## src/rtl/sdram_tb_pkg.sv

```systemverilog
// Shared definitions for the Wishbone SDRAM tester: FSM state encoding,
// data-pattern mode codes and the seed width.
package sdram_tb_pkg;

   typedef enum logic [2:0] {
      S_INIT     = 3'd0,
      S_IDLE     = 3'd1,
      S_WR       = 3'd2,
      S_WR_DRAIN = 3'd3,
      S_GAP      = 3'd4,
      S_RD       = 3'd5,
      S_RD_DRAIN = 3'd6,
      S_DONE     = 3'd7
   } tester_state_t;

   localparam logic [1:0] MODE_INC  = 2'd0;
   localparam logic [1:0] MODE_INV  = 2'd1;
   localparam logic [1:0] MODE_WALK = 2'd2;
   localparam logic [1:0] MODE_LFSR = 2'd3;

   localparam int SEED_W = 16;

endpackage

```

## src/rtl/wbm_pattern_gen.sv

```systemverilog
// Combinational data pattern for a given word address and pass seed.
// Used once to generate write data and once to predict read data.
module wbm_pattern_gen
   import sdram_tb_pkg::*;
#(
   parameter int DW = 16,
   parameter int AW = 24
) (
   input  logic [AW-1:0]     addr,
   input  logic [SEED_W-1:0] seed,
   input  logic [1:0]        mode,
   output logic [DW-1:0]     data
);

   logic [31:0]   a32;
   logic [31:0]   pos;
   logic [15:0]   x;
   logic [15:0]   f;
   logic [DW-1:0] sum;

   assign a32 = 32'(addr);
   assign sum = a32[DW-1:0] + DW'(seed);
   assign pos = (a32 + 32'(seed)) % 32'(DW);
   // Fold the address to 16 bits, mix in the seed, then take one LFSR step.
   assign x   = a32[15:0] ^ a32[31:16] ^ seed;
   assign f   = {x[14:0], x[15] ^ x[13] ^ x[12] ^ x[10]};

   always_comb begin
      data = sum;
      case (mode)
         MODE_INC:  data = sum;
         MODE_INV:  data = ~sum;
         MODE_WALK: data = DW'(1) << pos;
         MODE_LFSR: for (int i = 0; i < DW; i++) data[i] = f[4'(i)];
         default:   data = sum;
      endcase
   end

endmodule

```

## src/rtl/wbm_sdram_tester.sv

```systemverilog
// Wishbone pipelined master that writes a pattern over an address range,
// reads it back in order and counts mismatches; optional looping passes.
module wbm_sdram_tester
   import sdram_tb_pkg::*;
#(
   parameter int DW        = 16,
   parameter int AW        = 24,
   parameter int CMDS_N    = 1024,
   parameter int MAX_OUTST = 8,
   parameter int GAP_N     = 1000,
   parameter int INIT_WAIT = 100000,
   parameter int TIMEOUT_N = 4096
) (
   input  logic          clk,
   input  logic          reset,
   input  logic          start,
   input  logic          loop,
   input  logic [1:0]    mode,
   input  logic [AW-1:0] base_addr,
   output logic          busy,
   output logic          done,
   output logic          timeout,
   output logic [15:0]   err_cnt,
   output logic [AW-1:0] first_err_addr,
   output logic [DW-1:0] first_err_data,
   output logic [AW-1:0] wbm_adr,
   output logic [DW-1:0] wbm_dat_o,
   input  logic [DW-1:0] wbm_dat_i,
   output logic          wbm_stb,
   output logic          wbm_cyc,
   output logic          wbm_we,
   input  logic          wbm_ack,
   input  logic          wbm_stall,
   output logic [2:0]    state_dbg
);

   // Handshake: a command transfers on a cycle with wbm_stb=1 and wbm_stall=0;
   // acks return one per cycle in issue order while wbm_cyc is held.

   localparam int OW = $clog2(MAX_OUTST + 1);
   localparam int CW = $clog2(CMDS_N + 1);
   localparam int TW = $clog2(TIMEOUT_N + 1);

   tester_state_t     state, state_nxt;
   logic [31:0]       wait_cnt;
   logic [CW-1:0]     issue_cnt;
   logic [OW-1:0]     outst;
   logic [TW-1:0]     to_cnt;
   logic [AW-1:0]     adr, ack_addr;
   logic [SEED_W-1:0] seed;
   logic              gap_to_rd, first_seen;
   logic [DW-1:0]     wr_pat, chk_pat;
   logic              bus_st, issue, ack_v, last_issue, to_fire;

   assign bus_st     = state inside {S_WR, S_WR_DRAIN, S_RD, S_RD_DRAIN};
   assign wbm_cyc    = bus_st;
   assign wbm_stb    = (state == S_WR || state == S_RD) && (outst != OW'(MAX_OUTST));
   assign wbm_we     = (state == S_WR || state == S_WR_DRAIN);
   assign wbm_adr    = bus_st ? adr : '0;
   assign wbm_dat_o  = (state == S_WR) ? wr_pat : '0;
   assign issue      = wbm_stb && !wbm_stall;
   // Stray acks with nothing outstanding are dropped here.
   assign ack_v      = wbm_ack && bus_st && (outst != '0);
   assign last_issue = issue && (issue_cnt == CW'(CMDS_N - 1));
   assign to_fire    = (outst != '0) && !ack_v && (to_cnt == TW'(TIMEOUT_N - 1));
   assign busy       = !(state == S_INIT || state == S_IDLE);
   assign done       = (state == S_DONE);
   assign state_dbg  = state;

   wbm_pattern_gen #(.DW(DW), .AW(AW)) u_wr_pat (
      .addr(adr), .seed(seed), .mode(mode), .data(wr_pat)
   );

   wbm_pattern_gen #(.DW(DW), .AW(AW)) u_chk_pat (
      .addr(ack_addr), .seed(seed), .mode(mode), .data(chk_pat)
   );

   always_ff @(posedge clk or posedge reset) begin
      if (reset) state <= S_INIT;
      else       state <= state_nxt;
   end

   always_comb begin
      state_nxt = state;
      case (state)
         S_INIT:     if (wait_cnt == 32'(INIT_WAIT - 1)) state_nxt = S_IDLE;
         S_IDLE:     if (start) state_nxt = S_WR;
         S_WR:       if (to_fire) state_nxt = S_DONE;
                     else if (last_issue) state_nxt = S_WR_DRAIN;
         S_WR_DRAIN: if (to_fire) state_nxt = S_DONE;
                     else if (outst == '0) state_nxt = S_GAP;
         S_GAP:      if (wait_cnt == 32'(GAP_N - 1)) state_nxt = gap_to_rd ? S_RD : S_WR;
         S_RD:       if (to_fire) state_nxt = S_DONE;
                     else if (last_issue) state_nxt = S_RD_DRAIN;
         S_RD_DRAIN: if (to_fire) state_nxt = S_DONE;
                     else if (outst == '0) state_nxt = loop ? S_GAP : S_DONE;
         S_DONE:     state_nxt = S_IDLE;
         default:    state_nxt = S_INIT;
      endcase
   end

   always_ff @(posedge clk or posedge reset) begin
      if (reset) begin
         wait_cnt       <= '0;
         issue_cnt      <= '0;
         outst          <= '0;
         to_cnt         <= '0;
         adr            <= '0;
         ack_addr       <= '0;
         seed           <= '0;
         gap_to_rd      <= 1'b0;
         first_seen     <= 1'b0;
         err_cnt        <= '0;
         first_err_addr <= '0;
         first_err_data <= '0;
         timeout        <= 1'b0;
      end else begin
         if (state_nxt != state) wait_cnt <= '0;
         else if (state == S_INIT || state == S_GAP) wait_cnt <= wait_cnt + 32'd1;

         // Outside a bus phase, address pointers are parked at base_addr so
         // every pass starts there; any abandoned commands are forgotten.
         if (!bus_st) begin
            issue_cnt <= '0;
            adr       <= base_addr;
            ack_addr  <= base_addr;
            outst     <= '0;
            to_cnt    <= '0;
         end else begin
            if (issue) begin
               adr       <= adr + AW'(1);
               issue_cnt <= issue_cnt + CW'(1);
            end
            if (ack_v) ack_addr <= ack_addr + AW'(1);
            if (issue && !ack_v)      outst <= outst + OW'(1);
            else if (!issue && ack_v) outst <= outst - OW'(1);
            if (outst == '0 || ack_v) to_cnt <= '0;
            else if (!to_fire)        to_cnt <= to_cnt + TW'(1);
         end

         if (state == S_IDLE && start) begin
            err_cnt        <= '0;
            first_err_addr <= '0;
            first_err_data <= '0;
            first_seen     <= 1'b0;
            timeout        <= 1'b0;
            seed           <= '0;
            gap_to_rd      <= 1'b0;
         end

         if (ack_v && (state == S_RD || state == S_RD_DRAIN) && (wbm_dat_i != chk_pat)) begin
            if (err_cnt != 16'hFFFF) err_cnt <= err_cnt + 16'd1;
            if (!first_seen) begin
               first_seen     <= 1'b1;
               first_err_addr <= ack_addr;
               first_err_data <= wbm_dat_i;
            end
         end

         if (state == S_WR_DRAIN && state_nxt == S_GAP) gap_to_rd <= 1'b1;
         if (state == S_RD_DRAIN && state_nxt == S_GAP) begin
            gap_to_rd <= 1'b0;
            seed      <= seed + SEED_W'(1);
         end
         if (to_fire) timeout <= 1'b1;
      end
   end

endmodule
```

## config.mk

```make
export PLATFORM = sky130hd
export DESIGN_NAME = wbm_sdram_tester
export DESIGN_NICKNAME = d
export VERILOG_FILES = /design/src/rtl/sdram_tb_pkg.sv /design/src/rtl/wbm_pattern_gen.sv /design/src/rtl/wbm_sdram_tester.sv
export SDC_FILE = /design/constraint.sdc
export NUM_CORES = 1
export LEC_CHECK = 0
export CORE_MARGIN = 4
export CORE_UTILIZATION = 62
export CTS_CLUSTER_DIAMETER = 200
export DETAILED_ROUTE_END_ITERATION = 8
export GPL_TIMING_DRIVEN = 0
export HOLD_SLACK_MARGIN = 0.08
export PLACE_DENSITY = 0.94
export SYNTH_ARGS = -nofsm -noshare
export SYNTH_HDL_FRONTEND = slang
export SYNTH_SLANG_ARGS = --single-unit
```

## constraint.sdc

```tcl
create_clock -name clk -period 11.45 [get_ports clk]
set_input_delay 1.145 -clock clk [delete_from_list [all_inputs] [get_ports clk]]
set_output_delay 1.145 -clock clk [all_outputs]
set_load 0.05 [all_outputs]
```

==> metrics <==
number of endpoints with negative hold slack in the final report=0; post-synthesis instance area=around 0.013 sq mm; Post-CTS Setup Repair Bufs=0; I/O Pins=~150; register area=0.00465 sq mm; slew at the pin closest to its max-slew limit=1.10 ns; worst path setup slack after routing=about 5.6 ns; Clock Sink Count=around 190; nature of the critical path startpoint=input pin; kind of end point of the critical path=output pin; dominant delay contributor by cell family on the critical path=buffers and inverters; Post-synth EDFFs=0; detailed-route vias per instance=between 6 and 7; Lkg Pwr=approximately 6.4 nW; Diodes inserted=0; primary flip-flop cell chosen by synthesis mapping=dfrtp_1; Min-Delay Path Class=reg2reg; Port Buffers=about 150; instance count along the most critical hold path=1; beginning of the worst register-to-register path=seed[0]; vertical extent of the die=around 150 microns; hold_buf cts=0; final setup violation count=0; worst slew margin relative to its limit=26.1%; part of the Yosys area used for sequential elements=between 30 and 40%; power density of the placed cells=approximately 260 mW/mm^2; unrepaired setup endpoints after global routing=false; clock transition at the registers of the reported paths=roughly 0.07 ns; via count of the first global-routing pass=12300; library cell with the highest instance count after synthesis=dfrtp_1; iteration-0 DRC count of the detailed router=between 1000 and 1500; Register-to-Register Setup Slack=about 6.6 ns; highest ir drop seen on vdd=around 250 uV; Max Transition Viols Final=0; wire per inst=about 20 microns; filler cell count=around 1400; Post-route DRC=0; count of instances resized after the clock tree is built=0; top cell types by occurrence after synthesis=dfrtp_1, nor2_1, nand2_1; number of routed nets with antenna violations=0; clk_skew=about 0.011 ns; standard-cell rows=52; Crit-path slowest cell=clkdlybuf4s50_1; Overall Power=just over 0.004 W; Mean Syn Cell Area=around 8.5 sq um; clock network latency to the later pin of the worst-skew pair=~0.44 ns; detailed placer's ending HPWL=between 20000 and 30000 microns; total clock buffers created by CTS=17; maximum level of the CTS H-tree=4; first-pass GRT wire length=around 65000 microns; Distinct cells, synth=84; share of cells above drive strength 1=under 10%; combined global-route utilization of all metal layers=around 34%; clock tree from TritonCTS=built; Setup TNS=0 ns; ranking of synthesized cells by area=dfrtp_1, xnor2_1, xor2_1; utilization after layout=around 76%; Max clock buf depth=2; start point of the worst min-delay path=timeout; initial antenna violation count=1; MaxCap Viol Count=0; layout overhead on the synthesized area=19.6%; worst reg-to-reg path cell count=16; post-synthesis instance total=roughly 1500; initial cell density of the core=between 60 and 70%; arrival time of the worst setup path=between 4 and 5 ns; cell taking the most area after synthesis=dfrtp_1; multi-input combinational cell area=about 0.0076 sq mm; First-pass DRT Iterations=6; run status=complete, no violations; library cell used as clock root buffer=clkbuf_16; Hold Path End=timeout; maximum achievable frequency=~0.17 GHz; final wirelength=40100 microns; Place WS=around 5.7 ns; synth warn=0; Crit Path Category=in2out; WP buf/inv=6; Die X=152 microns; maximum number of pins on one net before global-route repair=about 120; area of the core region=0.0203 sq mm; global placer's final weighted congestion=0.989; min cycle time layout=~5.8 ns; share of the clock period used by the worst path after layout=between 50 and 60%; Die Footprint=between 0.02 and 0.025 sq mm; Synth Register Bits=186; vias post-DR=around 13000; CP cell instances=clkdlybuf4s50_1 > buf_2 > buf_1 > clkbuf_1 > clkbuf_1 > nand2_1 > a22oi_1 > a21oi_1 > nor2_1 > clkdlybuf4s50_1; fraction of registers with async set/reset=100%; Overflow after GRT=0; share of Yosys cell area claimed by the top area cell type=36.3%; stage delay of the slowest cell on the critical path=a little over 0.8 ns; net count after synthesis=roughly 1600; destination of the worst register-to-register timing path=err_cnt[5]; net count of the finished layout=around 1800; required time of the critical path=~10 ns; Max FO, Critical Path=10
worst reg2reg max path: cells and delay by family (launching register included):
family | cells | cell delay, ns
DFF | 1 | 0.50
AOI/OAI and AO/OA | 6 | 1.96
buffers and inverters | 3 | 0.42
adders and majority gates | 2 | 0.75
and+or+nand+nor | 5 | 1.13
flip-flops by register name, summed over array words and instances (netlist names), 3 cells and up:
| name | count |
|---|---|
| ack_addr | 24 |
| err_cnt | 16 |
| state_dbg | 3 |
| issue_cnt | 11 |
| to_cnt | 13 |
| first_err_addr | 24 |
| adr | 24 |
| outst | 4 |
| seed | 16 |
| first_err_data | 16 |
| wait_cnt | 32 |
cell families (layout without fill, tap and decap cells):
group | Yosys count | after routing | share of synthesized area [%]
buffers and inverters | 144 | 329 | 4.65
muxes | 49 | 49 | 3.84
adders and majority gates | 42 | 42 | 4.27
DFF | 186 | 186 | 36.3
and+or+nand+nor | 599 | 599 | 22.6
AOI/OAI and AO/OA | 308 | 308 | 15.6
xor gates and xnor gates | 184 | 184 | 12.8
power breakdown:
part	internal, W	switching [W]
Combinational	0.000808	0.00154
Clock	0.000352	0.000284
Sequential	0.000810	0.000260
cells in the final DEF, fill, tap and decap left out, types with 20 or more instances in the layout:
cell type,instances
a21oi_1,105
and2_1,33
and3_1,33
clkbuf_1,61
clkdlybuf4s50_1,152
dfrtp_1,186
ha_1,39
inv_1,68
mux2i_1,47
nand2_1,144
nand3_1,82
nand4_1,37
nor2_1,171
nor3_1,28
o21ai_0,46
o21ai_1,20
xnor2_1,95
xor2_1,87
layout make-up:
cell class                      count  share of cell area, %
Timing Repair Buffer              153                   10.1
Multi-Input combinational cell   1182                   49.4
Inverter                           70                   1.76
Clock inverter                     13                   1.20
Clock buffer                       19                   2.82
Tap cell                          270                   2.20
Sequential cell                   186                   30.3
Buffer                             74                   2.18
worst max-delay path by stage:
stage / depth (start not counted) / endpoint / slack (ns) / startpoint
6_report: 10 / wbm_dat_o[0] / 5.61 / mode[0]
5_1_grt: 10 / wbm_dat_o[4] / 5.39 / mode[0]
4_1_cts: 10 / wbm_dat_o[4] / 5.69 / mode[0]
3_5_place_dp: 10 / wbm_dat_o[4] / 5.70 / mode[0]
3_3_place_gp: 2 / adr[11] / 3.02 / reset
2_1_floorplan: 1 / ack_addr[0] / 5.25 / reset
stage by stage:
stage                     cells  hold slack (ns)  instance area (sq um)
final                      1967            0.514                  15300
after global routing       1967            0.534                  15300
after CTS                  1967            0.517                  15300
after detailed placement   1935            0.498                  14700
after global placement     1934            0.480                  14700
after floorplan            1512            0.472                  12800
metal layers:
metal / track usage (%) / vias to the layer above / wire [microns]
met3: 7.22 / 163 / 4370
met2: 53.4 / 868 / 18300
met5: 0 / - / 40
met4: 14.9 / 2 / 1870
met1: 45.9 / 6011 / 15600
li1: - / 5673 / -
(Power assumes the default switching activity.)
